File: src/rtl/press_scheduler.sv
// Round-robin press scheduler: shares one press counter among N_REQ buttons,
// grants one requester per assertion and locks up after TIMEOUT idle cycles.
module press_scheduler #(
    parameter int N_REQ   = 4,
    parameter int TIMEOUT = 100,
    parameter int CNT_W   = 8
) (
    input  logic                     clk,
    input  logic                     rst,
    input  logic [N_REQ-1:0]         req,
    output logic [N_REQ-1:0]         grant,
    output logic [$clog2(N_REQ)-1:0] last_id,
    output logic [CNT_W-1:0]         count,
    output logic                     busy,
    output logic [7:0]               err
);

    localparam int ID_W = $clog2(N_REQ);
    localparam logic [ID_W:0]   N_WIDE  = (ID_W+1)'(N_REQ);
    localparam logic [ID_W-1:0] ID_LAST = ID_W'(N_REQ - 1);
    localparam logic [7:0]      TO_LAST = 8'(TIMEOUT - 1);

    typedef enum logic [1:0] {
        IDLE  = 2'd0,
        GRANT = 2'd1,
        HOLD  = 2'd2,
        ERROR = 2'd3
    } state_t;

    state_t             state_reg, state_next;
    logic [ID_W-1:0]    ptr_reg, ptr_next;
    logic [7:0]         idle_cnt_reg, idle_cnt_next;
    logic [ID_W-1:0]    cur_id_reg, cur_id_next;
    logic [N_REQ-1:0]   grant_reg, grant_next;
    logic [ID_W-1:0]    last_id_reg, last_id_next;
    logic [CNT_W-1:0]   count_reg, count_next;
    logic               busy_reg;
    logic [7:0]         err_reg;

    // Requests rotated so that position 0 is the requester at ptr.
    logic [ID_W-1:0]    rot_idx [N_REQ];
    logic [N_REQ-1:0]   req_rot;
    logic               sel_valid;
    logic [ID_W-1:0]    sel_id;

    genvar gi;
    generate
        for (gi = 0; gi < N_REQ; gi++) begin : g_rot
            logic [ID_W:0] sum;
            assign sum         = {1'b0, ptr_reg} + (ID_W+1)'(gi);
            assign rot_idx[gi] = (sum >= N_WIDE) ? ID_W'(sum - N_WIDE) : ID_W'(sum);
            assign req_rot[gi] = req[rot_idx[gi]];
        end
    endgenerate

    always_comb begin
        sel_valid = 1'b0;
        sel_id    = ptr_reg;
        for (int k = 0; k < N_REQ; k++) begin
            if (!sel_valid && req_rot[k]) begin
                sel_valid = 1'b1;
                sel_id    = rot_idx[k];
            end
        end
    end

    function automatic logic [ID_W-1:0] wrap_inc(input logic [ID_W-1:0] id);
        return (id == ID_LAST) ? '0 : id + 1'b1;
    endfunction

    always_comb begin
        state_next    = state_reg;
        ptr_next      = ptr_reg;
        idle_cnt_next = idle_cnt_reg;
        cur_id_next   = cur_id_reg;
        grant_next    = '0;
        last_id_next  = last_id_reg;
        count_next    = count_reg;

        unique case (state_reg)
            IDLE: begin
                if (sel_valid) begin
                    // Grant outputs, counter and pointer all update on the edge entering GRANT.
                    state_next          = GRANT;
                    cur_id_next         = sel_id;
                    idle_cnt_next       = '0;
                    grant_next[sel_id]  = 1'b1;
                    count_next          = count_reg + 1'b1;
                    last_id_next        = sel_id;
                    ptr_next            = wrap_inc(sel_id);
                end else if (idle_cnt_reg == TO_LAST) begin
                    state_next = ERROR;
                end else begin
                    idle_cnt_next = idle_cnt_reg + 8'd1;
                end
            end
            GRANT: begin
                state_next = HOLD;
            end
            HOLD: begin
                idle_cnt_next = '0;
                if (!req[cur_id_reg]) begin
                    state_next = IDLE;
                end
            end
            ERROR: begin
                state_next = ERROR;
            end
            default: begin
                state_next = IDLE;
            end
        endcase
    end

    always_ff @(posedge clk or posedge rst) begin
        if (rst) begin
            state_reg    <= IDLE;
            ptr_reg      <= '0;
            idle_cnt_reg <= '0;
            cur_id_reg   <= '0;
            grant_reg    <= '0;
            last_id_reg  <= '0;
            count_reg    <= '0;
            busy_reg     <= 1'b0;
            err_reg      <= 8'h00;
        end else begin
            state_reg    <= state_next;
            ptr_reg      <= ptr_next;
            idle_cnt_reg <= idle_cnt_next;
            cur_id_reg   <= cur_id_next;
            grant_reg    <= grant_next;
            last_id_reg  <= last_id_next;
            count_reg    <= count_next;
            busy_reg     <= (state_next != IDLE);
            err_reg      <= (state_next == ERROR) ? 8'hFF : 8'h00;
        end
    end

    assign grant   = grant_reg;
    assign last_id = last_id_reg;
    assign count   = count_reg;
    assign busy    = busy_reg;
    assign err     = err_reg;

endmodule

File: config.mk
export PLATFORM = sky130hd
export DESIGN_NAME = press_scheduler
export DESIGN_NICKNAME = d
export VERILOG_FILES = /design/src/rtl/press_scheduler.sv
export SDC_FILE = /design/constraint.sdc
export NUM_CORES = 1
export LEC_CHECK = 0
export CAP_MARGIN = 10
export CORE_UTILIZATION = 30
export DETAILED_ROUTE_END_ITERATION = 10
export GPL_ROUTABILITY_DRIVEN = 0
export GPL_TIMING_DRIVEN = 0
export PLACE_DENSITY = 0.51
export SLEW_MARGIN = 30
export SYNTH_ARGS = -nofsm -noshare
export SYNTH_HDL_FRONTEND = slang
export SYNTH_SLANG_ARGS = --single-unit
File: constraint.sdc
create_clock -name clk -period 2.2 [get_ports clk]
set_input_delay 0.44 -clock clk [delete_from_list [all_inputs] [get_ports clk]]
set_output_delay 0.44 -clock clk [all_outputs]
set_load 0.02 [all_outputs]
Yosys cells after proc, flatten, opt, wreduce, memory -nomap -nowiden --
Cells that the tools add are included.
Word-level totals: register bits after elaboration 35, bits in latches 0, memory bits (writable) 0, memory bits (read-only) 0, input bits 6, memories 0
Cells by class: add/subtract/negate cells 10, multiply operators 0, divide/modulo/power cells 0, order comparisons 11, equal/unequal tests 7, shift-type cells 0, multiplexer cells 35, bitwise operators 0, reduce and logical (&&, ||, !) cells 12
Operator list (number):
- $mux 2 | 12
- $mux 8 | 3
- $lt 2x3->1 const B | 6
- $add 8x1->8 const B | 2
- $pmux 8 s2 | 1
- $bmux 1 s2 | 5
- $mux 1 | 10
- $ge 3x3->1 const B | 3
- $eq 2x2->1 const B | 4
- $eq 8x7->1 const B | 1
- $mux 4 | 2
- $pmux 2 s4 | 1
- $sub 2x1->2 const B | 4
- $add 2x2->3 const B | 2
- $logic_and 1x1->1 | 4
- $reduce_and 2->1 | 2
- $reduce_bool 2->1 | 2
- $add 2x1->3 const B | 1
- $ge 2x3->1 const B | 1
- $logic_not 1->1 | 3
- $ne 3x3->1 const B | 1
- $add 2x1->2 const B | 1
- $demux 1 s2 | 1
- $eq 2x1->1 const B | 1
- 2 further kinds | 2

Depth between registers and ports, before layout --
Gate-level depths: netlist of run 1.
depth in word-level cells 20, gate-level depth with buffers 6, depth with buffers taken out 6

Worst setup path after synthesis of run 1 --
Ideal clock, no wire load.
path kind reg2reg, start point register idle_cnt_reg[0], end point register idle_cnt_reg[0], library setup time 0.125 ns, arrival time 1.512 ns, data required time 2.075 ns, path slack 0.563 ns, cell stages (with the launch flop) 7, buffers on the path 1, cells stage by stage dfrtp_1 ha_1 nand4b_1 or4_1 buf_2 nor2b_4 mux2_2
Between the ends: longest elaborated chain between the ends 4
Ends and longest elaborated chain:
- from (decl) | line 32 | logic [7:0] idle_cnt_reg, idle_cnt_next;
- from (signal assigned) | line 129 | idle_cnt_reg <= idle_cnt_next;
- $add 8x1->8 | line 94 | idle_cnt_next = idle_cnt_reg + 8'd1;
- $mux 8 | line 91 | end else if (idle_cnt_reg == TO_LAST) begin
- $mux 8 | line 82 | if (sel_valid) begin
- $pmux 8 s2 | line 80 | unique case (state_reg)
Several ways; a longest one is shown, not always the timed one. The select of a mux whose other input is x is not followed. A chain may end at the register's enable or synchronous reset.

Worst setup path after layout of run 1 --
start point input port req[3], end point register ptr_reg[1]
Between the ends: longest elaborated chain between the ends 14
Ends and longest elaborated chain:
- from (decl) | line 10 | input logic [N_REQ-1:0] req,
- $bmux 1 s2 | line 52 | assign req_rot[gi] = req[rot_idx[gi]];
- $mux 1 (not written as such) | line 52
- $mux 1 | line 60 | if (!sel_valid && req_rot[k]) begin
- $logic_not 1->1 | line 60
- $logic_and 1x1->1 | line 60
- $mux 1 | line 60
- $logic_not 1->1 | line 60
- $logic_and 1x1->1 | line 60
- $mux 1 | line 60
- $logic_not 1->1 | line 60
- $logic_and 1x1->1 | line 60
- $mux 2 (*) | line 60
- named net sel_id[0] | line 44 | logic [ID_W-1:0] sel_id;
- $add 2x1->2 / $eq 2x2->1 (equally long branches) | line 68 | return (id == ID_LAST) ? '0 : id + 1'b1;
- $mux 2 (*) | line 68
- to (signal assigned) | line 128 | ptr_reg <= ptr_next;
- to (decl) | line 31 | logic [ID_W-1:0] ptr_reg, ptr_next;
The timed path passes the listed nets; every way through them passes the cells marked *. The select of a mux whose other input is x is not followed.

==> results.yml, run 1 <==
run_status:
  outcome: "finished clean"
routing:
  firstDrtPassIters: 4
  drtIter0Drc: 43
  viasPerCell: 4.90
  finalWirelength_mm: 2.93
  drc_errors: 0
  via_count: 1142
  drt.antenna.violating_nets: 0
  avgRoutedWirePerCell_um: 12.6
layout:
  syn2layout_area_growth_pct: 28.7
  antennaDiodeCount: 0
  nets: 179
  final_area_um2: 1900
  layout-drive-gt1-share: 0.181
timing:
  tightest_slew_ns: 0.665
  fmax_mhz: 481
  min_period_ns: 2.08
  fin_ws_ns: 0.120
  setup_tns_ns: 0
  min_period_over_period: 0.945
  setup_viol: 0
  hold_violations: 0
  skew_ns: 0.00267
  rsz0062_at_grt: "no"
  slew_viol_final: 0
  max_slew_margin: 0.555
cts:
  hold_buffers: 0
  cts-htree-levels: 1
  ctsLongestPathBuffers: 2
  cts.sinks: 28
  clk_pin_slew_ns: 0.10
  post_cts_buffers: 0
  clk_latency_ns: 0.27
  cts_tree: "done"
  cts-buffers-inserted: 3
  root_buffer: "clkbuf_8"
grt:
  grt_antenna_before_repair: 0
  grt_start_max_net_pins: 29
  overflow: 0
  track_usage: 0.120
  first_global_vias: 1090
  grt_pass1_wl_mm: 5.03
synthesis:
  yosysMostFrequentCell: "dfrtp_1"
  synthAdderAreaFrac: 0.0508
  synth_area_leaders: "dfrtp_1 47%, ha_1 5.1%, mux2_2 3.8%"
  yosysSeqAreaShare: 0.474
  synth_edf_count: 0
  synth.distinct_cells: 40
  ys_seq_elements: 28
  ys.flop_type: "dfrtp_1"
  ys_warn_count: 0
  syn-num-nets: 146
  yosysTopAreaCell: "dfrtp_1"
  syn_inst: 134
  synthMuxAreaShare: 0.0626
  synth_area_per_cell_um2: 11.0
  async_reset_ff_frac: 1.00
  synth_compound_area_frac: 0.123
  synth_top_area_share: 0.474
  yosys.area_share.simple: 0.191
  synth_common_cells: "28 x dfrtp_1, 10 x o21ai_0, 7 x buf_4, 7 x nand2_1"
  synth_top_family_by_area: "simple AND/OR/NAND/NOR gates"
  syn-cell-area_um2: 1480
  synth_xor_area_frac: 0.0415
die:
  dieArea_um2: 5210
  fp-row-count: 25
  initial_utilization: 0.313
  num_io_pins: 29
  core-area_um2: 4720
  die_h_um: 72.2
  fp.dieW_um: 72.2
critical_path:
  cp_max_fo: 8
  worst_ep_required_time_ns: 2.36
  worst_setup_path_start_kind: "primary input"
  crit_type: "primary input to flip-flop"
  r2r_slack_ns: 0.36
  cp.arrival_ns: 2.24
  cp-end-kind: "flip-flop"
place:
  post_dp_cell_area_um2: 1840
  dpl.hpwl_mm: 2.12
  post-place-ws_ns: -0.259
  io_buffers: 28
pwr:
  ir_drop_uv: 513
  p_per_area_nw_per_um2: 1190
  p_leak_nw: 0.820
job:
  drv_cap: 0
worst_hold_path:
  hp-class: "flip-flop to flip-flop"
==> layer usage <==
layer,wire [µm],global-route usage,vias up
met5,0,0,-
met4,20,0.0370,0
met3,116,0.0181,4
met2,1450,0.208,35
met1,1350,0.155,556
li1,-,-,547
==> critical path, stage by stage <==
cell and delay, ns:
clkdlybuf4s50_1 0.63, and2b_2 0.25, o21ai_0 0.15, o211a_1 0.26, ha_1 0.25, mux2_2 0.26
==> worst paths after layout <==
check                                 from              end  cells past startpoint
min in group asynchronous              rst  idle_cnt_reg[2]                      2
min reg2reg                       count[7]         count[7]                      1
max in group asynchronous              rst  idle_cnt_reg[6]                      2
max                                 req[3]       ptr_reg[1]                      6
max reg2reg                idle_cnt_reg[0]  idle_cnt_reg[0]                      6
min                               count[7]         count[7]                      1
==> placed cells by master, fill, tap and decap left out, types with 2 or more instances in the layout <==
master and n:
clkbuf_1 2, clkdlybuf4s50_1 28, nor3_1 2, ha_1 6, o21bai_1 2, o21ai_1 2
inv_1 3, a21oi_1 3, clkbuf_8 4, or4_1 2, buf_2 2, dfrtp_1 28
and3_1 3, a22o_1 2, nor2_1 4, and3_2 4, o21ai_0 10, mux2_2 5
buf_4 7, o31ai_1 3, xnor2_1 6, nand4_1 6, nand2_1 7, nor2b_1 3
nand3_1 3
==> repair_timing <==
item	in CTS	in global routing
endpoints found under the hold margin	0	0
resized for setup	0	1
setup endpoints to repair	0	1
==> metrics by stage <==
| stage | std cells | hold WS [ns] | power, mW | util |
|---|---|---|---|---|
| 3_3_place_gp | 229 | 0.461 | 1.93 | 0.390 |
| 3_5_place_dp | 229 | 0.468 | 1.95 | 0.390 |
| 2_1_floorplan | 134 | 0.436 | 1.49 | - |
| 6_report | 233 | 0.475 | 2.26 | 0.403 |
| 5_1_grt | 233 | 0.494 | 2.42 | 0.403 |
| 4_1_cts | 233 | 0.481 | 2.28 | 0.402 |
==> power breakdown <==
group          internal [mW]  total [mW]  switching, mW
sequential             0.659       0.806          0.146
clock                  0.160       0.318          0.158
combinational          0.577        1.14          0.561
total                   1.40        2.26          0.865
==> area by class of cell <==
class,instances,area (µm²)
Tap cell,67,83.8
Multi-Input combinational cell,91,698
Fill cell,464,2820
Inverter,4,15.0
Clock buffer,4,55.1
Buffer,11,70.1
Sequential cell,28,701
Timing Repair Buffer,28,280
==> cells by family after synthesis <==
group,count (synthesis)
AND/OR/NAND/NOR,43
AO/OA/AOI/OAI,28
flip-flops,28
buffers and inverters,15
XOR/XNOR,7
multiplexers,7
adder cells (fa/ha/maj),6
No activity file was read; power rests on OpenSTA's default activity.
==> run 2, diff against run 1 <==
PLACE_DENSITY = 0.53   (was 0.51)
clock period = 1.7 ns   (was 2.2 ns; I/O delays follow)
==> results.yml, run 2 (same netlist as run 1, synthesis figures left out) <==
layout:
  final_area_um2: 1970
  antennaDiodeCount: 0
  multiInputGateArea_um2: 721
  regArea_um2: 702
  final_common_cell: "dfrtp_1"
  fin_cells: 240
  final_cell_mix: "27 x dfrtp_1, 15 x buf_4, 11 x dlygate4sd2_1"
  nets: 186
  fill_cells: 455
  syn2layout_area_growth_pct: 33.4
  layout-drive-gt1-share: 0.249
  utilization: 0.418
critical_path:
  worst_ep_required_time_ns: 1.87
  worst_setup_path_start_kind: "primary input"
  crit_type: "primary input to flip-flop"
  cp.arrival_ns: 1.84
  cp-end-kind: "flip-flop"
  cp_max_fo: 7
  reg2reg_from: "idle_cnt_reg[1]"
  startpoint: "req[2]"
place:
  dpl.hpwl_mm: 2.19
  placedCellCount: 229
  post_dp_cell_area_um2: 1840
  post-place-ws_ns: -0.748
  io_buffers: 28
grt:
  overflow: 0
  track_usage: 0.127
  grt_pass1_wl_mm: 5.24
  grt_antenna_before_repair: 0
  grt_start_max_net_pins: 29
  first_global_vias: 1158
timing:
  fin_ws_ns: 0.0266
  setup_tns_ns: 0
  tightest_slew_ns: 0.588
  max_slew_margin: 0.607
  slew_viol_final: 0
  min_period_over_period: 0.984
  rsz0062_at_grt: "yes"
  setup_viol: 0
  skew_ns: 0.00218
  holdWs_ns: 0.437
  hold_violations: 0
  fmax_mhz: 598
  min_period_ns: 1.67
cts:
  clk_pin_slew_ns: 0.10
  cts-buffers-inserted: 3
  cts.sinks: 28
  clk_latency_ns: 0.27
  hold_buffers: 0
  ctsLongestPathBuffers: 2
  root_buffer: "clkbuf_8"
  cts_tree: "done"
  cts-htree-levels: 1
pwr:
  p_per_area_nw_per_um2: 1490
  clock_power_share: 0.143
  p_switching_mw: 1.17
  p_total_mw: 2.94
  ir_drop_uv: 780
  p_int_mw: 1.77
  sequentialPowerShare: 0.359
  p_leak_nw: 0.942
  p_comb_frac: 0.498
  swShare: 0.398
die:
  num_io_pins: 29
  core-area_um2: 4720
  dieArea_um2: 5210
  die_h_um: 72.2
  fp.dieW_um: 72.2
  fp-row-count: 25
  initial_utilization: 0.313
routing:
  firstDrtPassIters: 4
  viasPerCell: 4.95
  drtIter0Drc: 29
  drt.antenna.violating_nets: 0
  avgRoutedWirePerCell_um: 13.2
  via_count: 1189
  drc_errors: 0
  finalWirelength_mm: 3.18
job:
  drv_cap: 0
run_status:
  outcome: "finished clean"
worst_hold_path:
  hp-class: "primary input to asynchronous set/reset pin"
[run 2: area by class of cell]
| cell class | count | area share |
|---|---|---|
| Multi-Input combinational cell | 91 | 0.365 |
| Sequential cell | 28 | 0.356 |
| Timing Repair Buffer | 36 | 0.168 |
| Tap cell | 67 | 0.0425 |
| Buffer | 10 | 0.0330 |
| Clock buffer | 4 | 0.0279 |
| Inverter | 4 | 0.00761 |
[run 2: power by group through the flow]
| stage | registers [mW] | clock network, mW | logic [mW] |
|---|---|---|---|
| after floorplan | 1.19 | 0 | 0.741 |
| after global placement | 1.04 | 0 | 1.45 |
| after detailed placement | 1.05 | 0 | 1.49 |
| final | 1.06 | 0.420 | 1.46 |
| after CTS | 1.05 | 0.436 | 1.43 |
| after global routing | 1.09 | 0.463 | 1.58 |
[run 2: routing by layer]
layer / routed length, µm / track usage
met1: 1470 / 0.164
met2: 1550 / 0.216
met3: 116 / 0.0167
met4: 43 / 0.0479
met5: 0 / 0
[run 2: path summary, 6_finish.rpt]
path | end | slack [ns] | cells after the start
max in group asynchronous | err[6] | 0.84 | 2
max reg2reg | idle_cnt_reg[0] | 0.05 | 5
min in group clk | count[7] | 0.47 | 1
max | ptr_reg[1] | 0.03 | 6
min | count[7] | 0.44 | 2
min reg2reg | count[7] | 0.47 | 1
[run 2: what timing repair did]
action,in CTS,in global routing
endpoints found under the setup margin,32,14
setup buffers,4,4
gates resized for setup,24,8
pin swaps,0,2
[run 2: worst max-delay path, stage by stage]
cell             delay [ns]
clkdlybuf4s15_1        0.33
nor2_1                 0.09
a211o_2                0.34
o211a_1                0.19
ha_1                   0.30
mux2_2                 0.26
==> run 3, diff against run 2 <==
CORE_MARGIN = 3   (was default)
CTS_CLUSTER_SIZE = 20   (was default)
==> results.yml, run 3 (same netlist as run 1, synthesis figures left out) <==
timing:
  setup_tns_ns: -0.0373
  setup_viol: 2
  slew_viol_final: 0
  fmax_mhz: 577
  min_period_over_period: 1.02
  skew_ns: 0.00252
  rsz0062_at_grt: "yes"
  tightest_slew_ns: 0.572
  fin_ws_ns: -0.0332
  max_slew_margin: 0.618
  hold_violations: 0
  min_period_ns: 1.73
place:
  io_buffers: 28
  dpl.hpwl_mm: 2.24
  post-place-ws_ns: -0.749
  post_dp_cell_area_um2: 1840
cts:
  cts-htree-levels: 1
  cts.sinks: 28
  cts_tree: "done"
  clk_pin_slew_ns: 0.09
  ctsLongestPathBuffers: 2
  cts-buffers-inserted: 3
  root_buffer: "clkbuf_8"
  hold_buffers: 0
  clk_latency_ns: 0.27
die:
  initial_utilization: 0.324
  num_io_pins: 29
  dieArea_um2: 5810
  fp-row-count: 24
  die_h_um: 76.2
  fp.dieW_um: 76.2
  core-area_um2: 4560
run_status:
  outcome: "finished with violations"
  violations: "negative setup slack"
layout:
  syn2layout_area_growth_pct: 32.1
  layout-drive-gt1-share: 0.256
  final_area_um2: 1950
  antennaDiodeCount: 0
  final_common_cell: "dfrtp_1"
  nets: 186
  final_cell_mix: "27 x dfrtp_1, 14 x buf_4, 10 x o21ai_0, 10 x dlygate4sd2_1, 10 x clkdlybuf4s50_1"
  utilization: 0.428
critical_path:
  worst_setup_path_start_kind: "flip-flop"
  cp.arrival_ns: 1.89
  reg2reg_from: "idle_cnt_reg[0]"
  startpoint: "idle_cnt_reg[0]"
  r2r_slack_ns: -0.03
  crit_type: "flip-flop to flip-flop"
  worst_ep_required_time_ns: 1.86
  cp_max_fo: 5
  cp-end-kind: "flip-flop"
grt:
  first_global_vias: 1121
  grt_pass1_wl_mm: 5.44
  track_usage: 0.112
  grt_antenna_before_repair: 0
  grt_start_max_net_pins: 29
  overflow: 0
worst_hold_path:
  hp-class: "primary input to asynchronous set/reset pin"
job:
  drv_cap: 0
routing:
  firstDrtPassIters: 4
  finalWirelength_mm: 3.14
  avgRoutedWirePerCell_um: 13.2
  drc_errors: 0
  drtIter0Drc: 96
  drt.antenna.violating_nets: 0
  viasPerCell: 4.93
  via_count: 1168
pwr:
  ir_drop_uv: 746
  p_per_area_nw_per_um2: 1470
  p_leak_nw: 0.943
  p_total_mw: 2.87
==> run 3: cell count changes in the layout (fill, tap and decap cells not counted), sizes merged <==
| cell | before | now |
|---|---|---|
| clkbuf | 7 | 8 |
| clkdlybuf4s15 | 2 | 0 |
| dlygate4sd2 | 11 | 10 |
| dlymetal6s2s | 4 | 5 |
==> run 3: final timing paths <==
| kind | to | cells past startpoint |
|---|---|---|
| setup / recovery | idle_cnt_reg[0] | 6 |
| hold / removal | count[7] | 2 |
| setup reg to reg | idle_cnt_reg[0] | 6 |
| hold reg to reg | count[7] | 1 |
| max in group asynchronous | err[6] | 2 |
| min in group clk | count[7] | 1 |
==> run 3: metrics by stage <==
| stage | cells | hold WS (ns) |
|---|---|---|
| finish | 237 | 0.441 |
| global route | 237 | 0.499 |
| CTS | 232 | 0.479 |
| detailed placement | 227 | 0.476 |
| global placement | 227 | 0.467 |
| floorplan | 134 | 0.405 |
==> run 3: layout make-up <==
class / count / area, µm²
repair buffers: 35 / 318
fillers: 458 / 2610
multi-input cells: 91 / 721
plain buffers: 11 / 76.3
well taps: 65 / 81.3
clock buffers: 3 / 41.3
flip-flops and latches: 28 / 702
inverters: 4 / 15.0
==> run 3: critical path, cell delays in order (launching register included) <==
cell	delay (ns)
dfrtp_1	0.38
ha_2	0.20
nand4b_1	0.09
or4_1	0.42
buf_6	0.15
nor2b_4	0.12
mux2_2	0.25
==> run 3: timing repair <==
item / CTS / global route
pin swaps: 1 / 3
gates resized for setup: 21 / 13
setup buffers: 2 / 5
hold endpoints to repair: 0 / 0
endpoints found under the setup margin: 30 / 18
==> run 3: per-layer routing <==
layer / part of all wire / up-vias / routed length, µm / global-route usage
li1: - / 559 / - / -
met1: 0.44 / 576 / 1390 / 0.142
met2: 0.50 / 31 / 1570 / 0.189
met3: 0.048 / 2 / 150 / 0.0272
met4: 0.0076 / 0 / 24 / 0.0326
met5: 0 / - / 0 / 0
==> run 3: where the power goes <==
part	internal [mW]	leakage (nW)	switching [mW]	total, mW
logic	0.711	0.561	0.743	1.45
clock network	0.159	0.0216	0.194	0.352
registers	0.855	0.360	0.204	1.06
==> variant 1 (flow settings as in run 3) <==
Re-encode `state_t` (4 states) as one-hot, 4 bits wide.
--- a/src/rtl/press_scheduler.sv
+++ b/src/rtl/press_scheduler.sv
@@ -20,11 +20,11 @@
     localparam logic [ID_W-1:0] ID_LAST = ID_W'(N_REQ - 1);
     localparam logic [7:0]      TO_LAST = 8'(TIMEOUT - 1);
 
-    typedef enum logic [1:0] {
-        IDLE  = 2'd0,
-        GRANT = 2'd1,
-        HOLD  = 2'd2,
-        ERROR = 2'd3
+    typedef enum logic [3:0] {
+        IDLE  = 4'b0001,
+        GRANT = 4'b0010,
+        HOLD  = 4'b0100,
+        ERROR = 4'b1000
     } state_t;
 
     state_t             state_reg, state_next;
Formal check against the unedited RTL: same outputs for any inputs over 10 cycles, from zero or initial values and one cycle with rst high; not proved beyond that.
==> variant 1 against run 3 <==
The run still ends with negative setup slack left; setup slack got worse by 21 ps; count of clock-buffer cells in the layout rose by 5; combinational power rose by 21%; via count rose by 19%; routed wire length rose by 26%; sequential cell count rose by 2; critical path depth fell by 1; cell area rose by 21%; non-clock buffer count rose by 7; total power rose by 23%; area after synthesis rose by 12%.
==> variant 1: results (changes against run 3) <==
| Metric | Value |
|---|---|
| DR vias | 1390 (was 1168) |
| ClkCell Share | 3.82% (was 2.11%) |
| Non-clk bufs | 53 (was 46) |
| Worst IR Drop VDD | 0.729 mV (was 0.746 mV) |
| Top cells by area, synth | dfrtp_1 (44%), ha_1 (4.5%), a31oi_1 (4.2%) (was dfrtp_1 (47%), ha_1 (5.1%), mux2_2 (3.8%)) |
| Clock buf count | 8 (was 3) |
| Non-clock buffer share of cell area | 20.4% (was 20.2%) |
| Slowest stage cell on the critical path | dfstp_2 (was or4_1) |
| PostCTS Resize Cnt | 26 (was 21) |
| Leakage | 0.00113 uW (was 0.000943 uW) |
| Failing checks | negative setup slack (unchanged) |
| Nets@finish | 215 (was 186) |
| Setup TNS | -213 ps (was -37.3 ps) |
| Post-synthesis adder-cell area fraction | 4.54% (was 5.08%) |
| Final setup margin | -54.5 ps (was -33.2 ps) |
| Sequential share of the synthesized area | 45.4% (was 47.4%) |
| H-Tree Depth | 2 (was 1) |
| Status | finished, violations left (unchanged) |
| Endpoints failing setup | 7 (was 2) |
| Detailed Place HPWL | 2480 um (was 2240 um) |
| Worst setup path startpoint | state_reg[0] (was idle_cnt_reg[0]) |
| Setup crit end | idle_cnt_reg[2] (was idle_cnt_reg[0]) |
| Share of cells above drive strength 1 | 35.3% (was 25.6%) |
| CP peak stage delay | 560 ps (was 420 ps) |
| Vias in the first global route | 1339 (was 1121) |
| XOR/XNOR share of the synthesized area | 3.70% (was 4.15%) |
variant 1: changes by cell type after synthesis, sizes merged, moves of 3 or more:
cell / change
nand2: +6
nand4: -4
mux2: -3
or3: +3
a31oi: +11
nor2b: -3
o21ai: -8
o31ai: -3
inv: +6
variant 1: per-stage QoR:
step           area [um^2]  hold slack (ps)  instances
6_report              2360              470        274
5_1_grt               2360              499        274
4_1_cts               2250              489        269
3_5_place_dp          2040              475        252
3_3_place_gp          2040              468        252
2_1_floorplan         1680              430        154
variant 1: routing by layer:
layer / GRT usage [%] / share of wire (%) / routed length [um] / up-vias
met5: 0 / 0 / 0 / -
met4: 5.24 / 1.7 / 67 / 0
li1: - / - / - / 653
met1: 17.4 / 44 / 1730 / 686
met3: 3.81 / 5.9 / 235 / 9
met2: 20.7 / 49 / 1920 / 42
variant 1: where the power goes:
| part | switching [uW] | total, uW | internal (uW) |
|---|---|---|---|
| clock | 269 | 599 | 330 |
| combinational | 877 | 1760 | 885 |
| sequential | 215 | 1150 | 936 |
==> variant 2 (flow settings as in run 3) <==
Without the edit above. Change the parameter `CNT_W` from 8 to 9.
--- a/src/rtl/press_scheduler.sv
+++ b/src/rtl/press_scheduler.sv
@@ -3,7 +3,7 @@
 module press_scheduler #(
     parameter int N_REQ   = 4,
     parameter int TIMEOUT = 100,
-    parameter int CNT_W   = 8
+    parameter int CNT_W   = 9
 ) (
     input  logic                     clk,
     input  logic                     rst,
Interface: changed (resized count); port bits go from 29 to 30. No check against the original RTL was run, so the function may have changed too.
==> variant 2 against run 3 <==
Setup slack better by 72 ps; global-route usage rose by 1.2 points; sequential cell count up 1; hold slack improved by 5.4 ps; synthesized cell count is 14% higher; via count increased by 3.9%; routed wire length rose by 7.7%; area after synthesis up 2.5%; critical path type unchanged; cell area up 5.4%; critical path depth decreased by 1; total power grew 5.5%; combinational power down 3%.
==> variant 2: results (changes against run 3) <==
| Metric | Value |
|---|---|
| Status | complete, no violations (was finished, violations left) |
| Leakage | 0.00101 uW (was 0.000943 uW) |
| Post-Route WL | 3380 um (was 3140 um) |
| CP peak stage delay | 490 ps (was 420 ps) |
| Initial drt markers | 97 (was 96) |
| Cell Area, Placed | 1890 um^2 (was 1840 um^2) |
| Met1 global-route usage | 15.2% (was 14.2%) |
| Synth Area in Compound Gates | 10.4% (was 12.3%) |
| Post-synthesis mux area share | 3.55% (was 6.26%) |
| Synth top area share | 47.9% (was 47.4%) |
| Post-Synthesis Cells | 153 (was 134) |
| First-pass GRT wire length | 5890 um (was 5440 um) |
| Total GRT Usage | 12.4% (was 11.2%) |
| Clock skew | 8.35 ps (was 2.52 ps) |
| Worst-path clk slew | 60 ps (was 90 ps) |
| Final period utilization | 97.7% (was 102%) |
| Worst IR Drop VDD | 0.661 mV (was 0.746 mV) |
| WL/cell | 13.1 um (was 13.2 um) |
| R2R cell count | 5 (was 6) |
| Sequential share of the synthesized area | 47.9% (was 47.4%) |
| Top cells by count, synth | dfrtp_1 (29), nand2_1 (21), o21ai_0 (13), a21oi_1 (8), xnor2_1 (8) (was dfrtp_1 (28), o21ai_0 (10), buf_4 (7), nand2_1 (7)) |
| Syn_nets | 165 (was 146) |
| Share of cells above drive strength 1 | 19.3% (was 25.6%) |
| Routing usage on met2 | 19.5% (was 18.9%) |
| P_clk | 567 uW (was 352 uW) |
| Nets@finish | 204 (was 186) |
| H-Tree Depth | 2 (was 1) |
| Vias per cell | 4.69 (was 4.93) |
| XOR/XNOR share of the synthesized area | 4.62% (was 4.15%) |
[variant 2: cell types whose count changed in the layout (fill, tap and decap cells not counted), sizes merged, moves of 3 or more]
cell,before,now
nor3,3,6
inv,4,7
a21oi,3,8
buf,16,13
o31ai,4,0
nand4,6,3
nand2,7,21
mux2,5,1
[variant 2: worst reg2reg max path: stages (launching register included)]
cell	delay (ps)
dfrtp_1	390
ha_2	220
nand4b_1	150
or4_4	490
a31oi_2	200
o22a_1	150
[variant 2: repair_timing]
item | 4_1_cts | 5_1_grt
pin swaps | 2 | 0
gates cloned | 0 | 0
hold buffers | 0 | 0
buffers inserted | 3 | 1
gates resized for setup | 18 | 10
setup endpoints to repair | 34 | 10
[variant 2: cell families (layout without fill, tap and decap cells)]
family | count (synthesis) | after routing
adder cells (fa/ha/maj) | 6 | 6
AO/OA/AOI/OAI | 28 | 28
buffers and inverters | 18 | 57
AND/OR/NAND/NOR | 60 | 60
flip-flops | 29 | 29
XOR/XNOR | 8 | 8
multiplexers | 4 | 4
[variant 2: area by class of cell]
type / count / area [um^2]
buffer: 10 / 72.6
fill: 497 / 2760
timing repair buffer: 33 / 337
multi-input combinational: 106 / 727
inverter: 7 / 26.3
sequential: 29 / 727
tap: 67 / 83.8
clock buffer: 7 / 86.3
[variant 2: worst min path at each step]
| stage | cells after the start | slack [ps] | endpoint |
|---|---|---|---|
| after global routing | 2 | 500 | count[8] |
| after global placement | 1 | 460 | count[8] |
| after detailed placement | 1 | 470 | count[8] |
| after CTS | 2 | 470 | idle_cnt_reg[1] |
| final | 2 | 450 | idle_cnt_reg[1] |
| after floorplan | 1 | 420 | busy |
